File: src/rtl/gte_flag_writeback.sv
// GTE result writeback stage: stores clamped results into the MAC/IR/SXY/SZ/RGB registers
// and FIFOs, and accumulates the sticky FLAG register over one command.
module gte_flag_writeback (
    input  logic        i_clk,
    input  logic        i_nRst,
    input  logic        i_cmdStart,
    input  logic        i_cmdEnd,
    input  logic        i_wrEn,
    input  logic [3:0]  i_wrSel,
    input  logic        i_AxPos,
    input  logic        i_AxNeg,
    input  logic        i_FPos,
    input  logic        i_FNeg,
    input  logic        i_G,
    input  logic        i_H,
    input  logic        i_B,
    input  logic        i_C,
    input  logic        i_D,
    input  logic        i_divOvf,
    input  logic [31:0] i_OutA,
    input  logic [15:0] i_OutB,
    input  logic [7:0]  i_OutC,
    input  logic [15:0] i_OutD,
    input  logic [10:0] i_OutG,
    input  logic [12:0] i_OutH,
    input  logic        i_cpuWr,
    input  logic [4:0]  i_cpuAddr,
    input  logic [31:0] i_cpuData,
    input  logic [7:0]  i_code,
    output logic [31:0] o_flag,
    output logic [31:0] o_mac0,
    output logic [31:0] o_mac1,
    output logic [31:0] o_mac2,
    output logic [31:0] o_mac3,
    output logic [15:0] o_ir0,
    output logic [15:0] o_ir1,
    output logic [15:0] o_ir2,
    output logic [15:0] o_ir3,
    output logic [31:0] o_sxy0,
    output logic [31:0] o_sxy1,
    output logic [31:0] o_sxy2,
    output logic [15:0] o_sz0,
    output logic [15:0] o_sz1,
    output logic [15:0] o_sz2,
    output logic [15:0] o_sz3,
    output logic [31:0] o_rgb0,
    output logic [31:0] o_rgb1,
    output logic [31:0] o_rgb2,
    output logic        o_busy,
    output logic        o_done
);

    localparam logic [1:0] StIdle = 2'd0;
    localparam logic [1:0] StRun  = 2'd1;
    localparam logic [1:0] StDone = 2'd2;

    logic [1:0]  stateQ, stateD;
    logic [30:12] flagQ, flagD;
    logic [30:12] setMask;
    logic [31:0] macQ [4];
    logic [31:0] macD [4];
    logic [15:0] irQ [4];
    logic [15:0] irD [4];
    logic [31:0] sxyQ [3];
    logic [31:0] sxyD [3];
    logic [15:0] szQ [4];
    logic [15:0] szD [4];
    logic [31:0] rgbQ [3];
    logic [31:0] rgbD [3];
    logic [15:0] sxStageQ, sxStageD;
    logic [7:0]  rStageQ, rStageD;
    logic [7:0]  gStageQ, gStageD;

    logic        resWr, cpuWr;
    logic        pushSxy;
    logic [31:0] pushSxyVal;
    logic [15:0] sxyExt;

    // cmdStart preempts both a same-cycle result write and a CPU write
    assign resWr  = i_wrEn && (stateQ != StIdle) && !i_cmdStart;
    assign cpuWr  = i_cpuWr && (stateQ != StRun) && !i_cmdStart;
    assign sxyExt = {{5{i_OutG[10]}}, i_OutG};

    always_comb begin
        stateD     = stateQ;
        flagD      = flagQ;
        setMask    = '0;
        macD       = macQ;
        irD        = irQ;
        sxyD       = sxyQ;
        szD        = szQ;
        rgbD       = rgbQ;
        sxStageD   = sxStageQ;
        rStageD    = rStageQ;
        gStageD    = gStageQ;
        pushSxy    = 1'b0;
        pushSxyVal = '0;

        if (i_cmdStart) begin
            stateD   = StRun;
            flagD    = '0;
            sxStageD = '0;
            rStageD  = '0;
            gStageD  = '0;
        end else begin
            case (stateQ)
                StRun:   if (i_cmdEnd) stateD = StDone;
                StDone:  stateD = StIdle;
                default: stateD = StIdle;
            endcase
        end

        if (resWr) begin
            case (i_wrSel)
                4'd0: begin
                    macD[0]     = i_OutA;
                    setMask[16] = i_FPos;
                    setMask[15] = i_FNeg;
                end
                4'd1: begin
                    macD[1]     = i_OutA;
                    setMask[30] = i_AxPos;
                    setMask[27] = i_AxNeg;
                end
                4'd2: begin
                    macD[2]     = i_OutA;
                    setMask[29] = i_AxPos;
                    setMask[26] = i_AxNeg;
                end
                4'd3: begin
                    macD[3]     = i_OutA;
                    setMask[28] = i_AxPos;
                    setMask[25] = i_AxNeg;
                end
                4'd4: begin
                    irD[0]      = {3'b000, i_OutH};
                    setMask[12] = i_H;
                end
                4'd5: begin
                    irD[1]      = i_OutB;
                    setMask[24] = i_B;
                end
                4'd6: begin
                    irD[2]      = i_OutB;
                    setMask[23] = i_B;
                end
                4'd7: begin
                    irD[3]      = i_OutB;
                    setMask[22] = i_B;
                end
                4'd8: begin
                    sxStageD    = sxyExt;
                    setMask[14] = i_G;
                end
                4'd9: begin
                    pushSxy     = 1'b1;
                    pushSxyVal  = {sxyExt, sxStageQ};
                    setMask[13] = i_G;
                end
                4'd10: begin
                    szD[0]      = szQ[1];
                    szD[1]      = szQ[2];
                    szD[2]      = szQ[3];
                    szD[3]      = i_OutD;
                    setMask[18] = i_D;
                    setMask[17] = i_divOvf;
                end
                4'd11: begin
                    rStageD     = i_OutC;
                    setMask[21] = i_C;
                end
                4'd12: begin
                    gStageD     = i_OutC;
                    setMask[20] = i_C;
                end
                4'd13: begin
                    rgbD[0]     = rgbQ[1];
                    rgbD[1]     = rgbQ[2];
                    rgbD[2]     = {i_code, i_OutC, gStageQ, rStageQ};
                    setMask[19] = i_C;
                end
                default: ;
            endcase
            flagD = flagD | setMask;
        end

        // Bank-relative register index is addr[1:0] for every multi-register group
        if (cpuWr) begin
            case (i_cpuAddr)
                5'd31:                      flagD = i_cpuData[30:12];
                5'd24, 5'd25, 5'd26, 5'd27: macD[i_cpuAddr[1:0]] = i_cpuData;
                5'd8:                       irD[0] = {3'b000, i_cpuData[12:0]};
                5'd9, 5'd10, 5'd11:         irD[i_cpuAddr[1:0]] = i_cpuData[15:0];
                5'd12, 5'd13, 5'd14:        sxyD[i_cpuAddr[1:0]] = i_cpuData;
                5'd15: begin
                    pushSxy    = 1'b1;
                    pushSxyVal = i_cpuData;
                end
                5'd16, 5'd17, 5'd18, 5'd19: szD[i_cpuAddr[1:0]] = i_cpuData[15:0];
                5'd20, 5'd21, 5'd22:        rgbD[i_cpuAddr[1:0]] = i_cpuData;
                default: ;
            endcase
        end

        if (pushSxy) begin
            sxyD[0] = sxyQ[1];
            sxyD[1] = sxyQ[2];
            sxyD[2] = pushSxyVal;
        end
    end

    always_ff @(posedge i_clk) begin
        if (!i_nRst) begin
            stateQ   <= StIdle;
            flagQ    <= '0;
            sxStageQ <= '0;
            rStageQ  <= '0;
            gStageQ  <= '0;
            for (int i = 0; i < 4; i++) begin
                macQ[i] <= '0;
                irQ[i]  <= '0;
                szQ[i]  <= '0;
            end
            for (int i = 0; i < 3; i++) begin
                sxyQ[i] <= '0;
                rgbQ[i] <= '0;
            end
        end else begin
            stateQ   <= stateD;
            flagQ    <= flagD;
            sxStageQ <= sxStageD;
            rStageQ  <= rStageD;
            gStageQ  <= gStageD;
            macQ     <= macD;
            irQ      <= irD;
            sxyQ     <= sxyD;
            szQ      <= szD;
            rgbQ     <= rgbD;
        end
    end

    // Bit 31 summarises the error flags; 22:19 are informational only
    assign o_flag = {(|flagQ[30:23]) | (|flagQ[18:13]), flagQ, 12'h000};
    assign o_busy = (stateQ == StRun);
    assign o_done = (stateQ == StDone);

    assign o_mac0 = macQ[0];
    assign o_mac1 = macQ[1];
    assign o_mac2 = macQ[2];
    assign o_mac3 = macQ[3];
    assign o_ir0  = irQ[0];
    assign o_ir1  = irQ[1];
    assign o_ir2  = irQ[2];
    assign o_ir3  = irQ[3];
    assign o_sxy0 = sxyQ[0];
    assign o_sxy1 = sxyQ[1];
    assign o_sxy2 = sxyQ[2];
    assign o_sz0  = szQ[0];
    assign o_sz1  = szQ[1];
    assign o_sz2  = szQ[2];
    assign o_sz3  = szQ[3];
    assign o_rgb0 = rgbQ[0];
    assign o_rgb1 = rgbQ[1];
    assign o_rgb2 = rgbQ[2];

endmodule

File: config.mk
export PLATFORM = sky130hd
export DESIGN_NAME = gte_flag_writeback
export DESIGN_NICKNAME = d
export VERILOG_FILES = /design/src/rtl/gte_flag_writeback.sv
export SDC_FILE = /design/constraint.sdc
export NUM_CORES = 1
export LEC_CHECK = 0
export CAP_MARGIN = 20
export CORE_AREA = 4 4 247 249
export DETAILED_ROUTE_END_ITERATION = 16
export DIE_AREA = 0 0 251 253
export PLACE_DENSITY = 0.76
export SETUP_SLACK_MARGIN = 0.5
export SLEW_MARGIN = 10
export SYNTH_ARGS = -nofsm -noshare
export SYNTH_HDL_FRONTEND = slang
export SYNTH_SLANG_ARGS = --single-unit
File: constraint.sdc
create_clock -name i_clk -period 5.4 [get_ports i_clk]
set_input_delay 1.08 -clock i_clk [delete_from_list [all_inputs] [get_ports i_clk]]
set_output_delay 1.08 -clock i_clk [all_outputs]
set_load 0.05 [all_outputs]
==> PnR_summary.wiki <==
{| class="wikitable"
! Metric !! Value
|-
| Final number of hold-violating endpoints || 0
|-
| Layout cells sized above 1 || 6.95%
|-
| CTS clk-pin slew, worst paths || 0.07 ns
|-
| Setup TNS || 0 ns
|-
| Standard cell area after detailed placement || 29400 um2
|-
| Starting density of the core || 39.3%
|-
| Power density relative to cell area || 270 nW/um2
|-
| Cell count after synthesis || 2501
|-
| Ports || 643
|-
| Post-synthesis cell area || 23000 um2
|-
| Source-to-sink clock delay at the later pin of the worst-skew pair || 0.63 ns
|-
| Vias per cell || 6.01
|-
| Share of the synthesized area in the top cell type || 43.5%
|-
| Global-route wire length before repair || 146000 um
|-
| Final count of pins violating max slew || 0
|-
| Final core utilization || 53.4%
|-
| TritonCTS buffer count || 55
|-
| Static leakage power || 0.0101 uW
|-
| Flip-flop and latch count after synthesis || 501
|-
| # DRC || 0
|-
| DIE HEIGHT || 253 um
|-
| Worst max-slew margin expressed relative to the limit || 21.2%
|-
| Hold buffer count at cts || 0
|-
| Setup repair after global routing missed its margin || false
|-
| CP required || 5.90 ns
|-
| Most used flip-flop cell after synthesis || sky130_fd_sc_hd__dfxtp_1
|-
| Number of unique standard cell types used by synthesis || 51
|-
| Number of cell rows || 89
|-
| Total detailed-routing wirelength || 101000 um
|-
| Cell count of the worst hold path || 2
|-
| Count of nets left with antenna violations after detail routing || 0
|-
| Path type of the worst min-delay path || flip-flop to flip-flop
|-
| Result of the run || completed
|-
| Top library cells by usage in the layout, fill and taps aside || 627 x sky130_fd_sc_hd__clkdlybuf4s50_1, 501 x sky130_fd_sc_hd__dfxtp_1, 370 x sky130_fd_sc_hd__nor2_1, 360 x sky130_fd_sc_hd__a211oi_1, 350 x sky130_fd_sc_hd__mux2i_1
|-
| Number of detailed-routing iterations run before antenna repair || 8
|-
| Peak supply drop || 0.243 mV
|-
| Buffers on Ports || 630
|-
| Main area contributors after synthesis || sky130_fd_sc_hd__dfxtp_1 44%, sky130_fd_sc_hd__mux2i_1 15%, sky130_fd_sc_hd__a211oi_1 12%
|-
| Horizontal die dimension || 251 um
|-
| Startpoint type of the worst setup path || input port
|-
| Number of buffers added for setup after CTS || 0
|-
| Start-to-end type of the worst setup path || input port to flip-flop
|-
| Total number of vias || 22600
|-
| Library cell occupying the most area in the post-synthesis netlist || sky130_fd_sc_hd__dfxtp_1
|-
| Asr flop ratio synth || 0%
|-
| CP max-delay cell || sky130_fd_sc_hd__or4_2
|-
| Initial detailed-routing violation count || 1767
|-
| Combined global-route utilization of all metal layers || 29.8%
|-
| Number of gates resized after cts || 0
|-
| Leftover overflow at the end of global routing || 0
|-
| Final worst clock skew || 0.0376 ns
|-
| Number of nets in the final layout || 3099
|-
| Commonest non-fill, non-tap cell in the layout || sky130_fd_sc_hd__clkdlybuf4s50_1
|-
| Core area || 58700 um2
|-
| Fin crit share || 65.5%
|-
| Crit path cell chain || clkdlybuf4s50_1 > nand2b_4 > or4_2 > buf_4 > mux2i_1 > a211oi_1
|-
| Synth warnings || 0
|-
| # clock sinks || 501
|-
| Clock tree from TritonCTS || yes
|-
| Average instance area after synthesis || 9.21 um2
|-
| Final setup violating endpoints || 0
|-
| Area overhead of the layout relative to synthesis || 36.0%
|-
| Total number of H-tree levels || 2
|-
| Final routed wire length divided by cell count || 26.9 um
|-
| Final GP Congestion || 0.899
|-
| Crit path capture type || flip-flop
|-
| Clock root buffer || sky130_fd_sc_hd__clkbuf_16
|-
| Via count of the first global-routing pass || 21700
|-
| Hpwl dp || 69100 um
|-
| Peak fanout along the critical path || 25
|-
| CP Data Arrival Time || 4.04 ns
|-
| Post-route cell area || 31300 um2
|-
| Total of max-cap violations || 0
|-
| Antenna violations before repair || 10
|-
| Count of cells along the worst register-to-register path || 4
|-
| Worst path max stage delay || 1.26 ns
|-
| Maximum operating frequency || 283 MHz
|-
| Largest net degree at the start of global routing || 150
|-
| Post-synthesis sequential area ratio || 43.5%
|-
| Time the final worst path needs with I/O delays and setup || 3.54 ns
|-
| Slew at the pin closest to its max-slew limit || 1.18 ns
|-
| Maximum count of clock buffers along a single path || 3
|-
| Count of flip-flops with a built-in enable after synthesis || 0
|-
| Die area || 63500 um2
|}
-- worst max-delay path, delay by kind of cell --
family                 cells  cell delay [ns]
and+or+nand+nor            2             1.54
buffers and inverters      2             0.95
AOI/OAI and AO/OA          1             0.27
muxes                      1             0.14
-- metal layers --
layer	vias up	part of all wire, %	global-route usage (%)
met4	8	6.6	17.9
met1	10700	38	36.2
met3	336	11	8.99
met5	-	0.048	0
li1	10100	-	-
met2	1416	45	46.9
-- cells by family after synthesis --
kind of cell / count (synthesis) / share of synthesized area [%]
muxes: 350 / 15.2
other: 1 / 0.0163
AOI/OAI and AO/OA: 614 / 19.6
and+or+nand+nor: 704 / 14.6
DFF: 501 / 43.5
buffers and inverters: 331 / 6.94
-- layout make-up --
class                      instances  area [um2]
fill                            5127       27400
clock buffer                      77        1600
sequential                       501       10000
tap                              773         967
antenna                            4        10.0
inverter                           7        33.8
clock inverter                    20         277
multi-input combinational       1680       11500
timing repair buffer             693        6860
-- synthesized netlist by cell type, drive strengths merged, types with 2 or more instances --
cell type  count
nand2         34
o21ai         68
or4            2
o221ai         2
nor3b          8
nor4          16
and4           3
clkbuf       201
mux2i        350
nor2         372
o221a          6
dfxtp        501
nand3b         8
a311oi        90
o211a          8
nand2b         6
o211ai        22
nor3          92
and2           2
and3b          3
and4b          3
nor2b         21
buf          123
nand4         19
or2            4
a211oi       366
o21a           6
nand3         90
inv            7
a21oi         43
or3b          18
-- metrics by stage --
stage	hold WS (ns)	power (uW)	cells	setup slack (ns)
global placement	0.467	4550	3650	1.33
CTS	0.494	8490	3748	1.92
finish	0.468	8450	3755	1.86
floorplan	0.449	4200	2512	2.65
detailed placement	0.480	4560	3651	1.25
global route	0.523	8660	3754	1.78
-- power breakdown --
group / total [uW] / switching, uW / internal, uW
clock network: 3960 / 1610 / 2340
registers: 3760 / 29.0 / 3730
logic: 739 / 506 / 233
total: 8450 / 2150 / 6300
-- worst paths after layout --
path                             endpoint  slack (ns)                   start
setup reg to reg  o_sxy2[31]$_SDFFE_PN0P_        2.43  stateQ[0]$_SDFFE_PN0P_
hold reg to reg    o_sxy2[3]$_SDFFE_PN0P_        0.47  sxStageQ[3]$_SDFF_PN0_
hold / removal     o_sxy2[3]$_SDFFE_PN0P_        0.47  sxStageQ[3]$_SDFF_PN0_
setup / recovery    o_mac3[19]$_SDFF_PN0_        1.86                  i_wrEn
No activity file was read; power rests on OpenSTA's default activity.
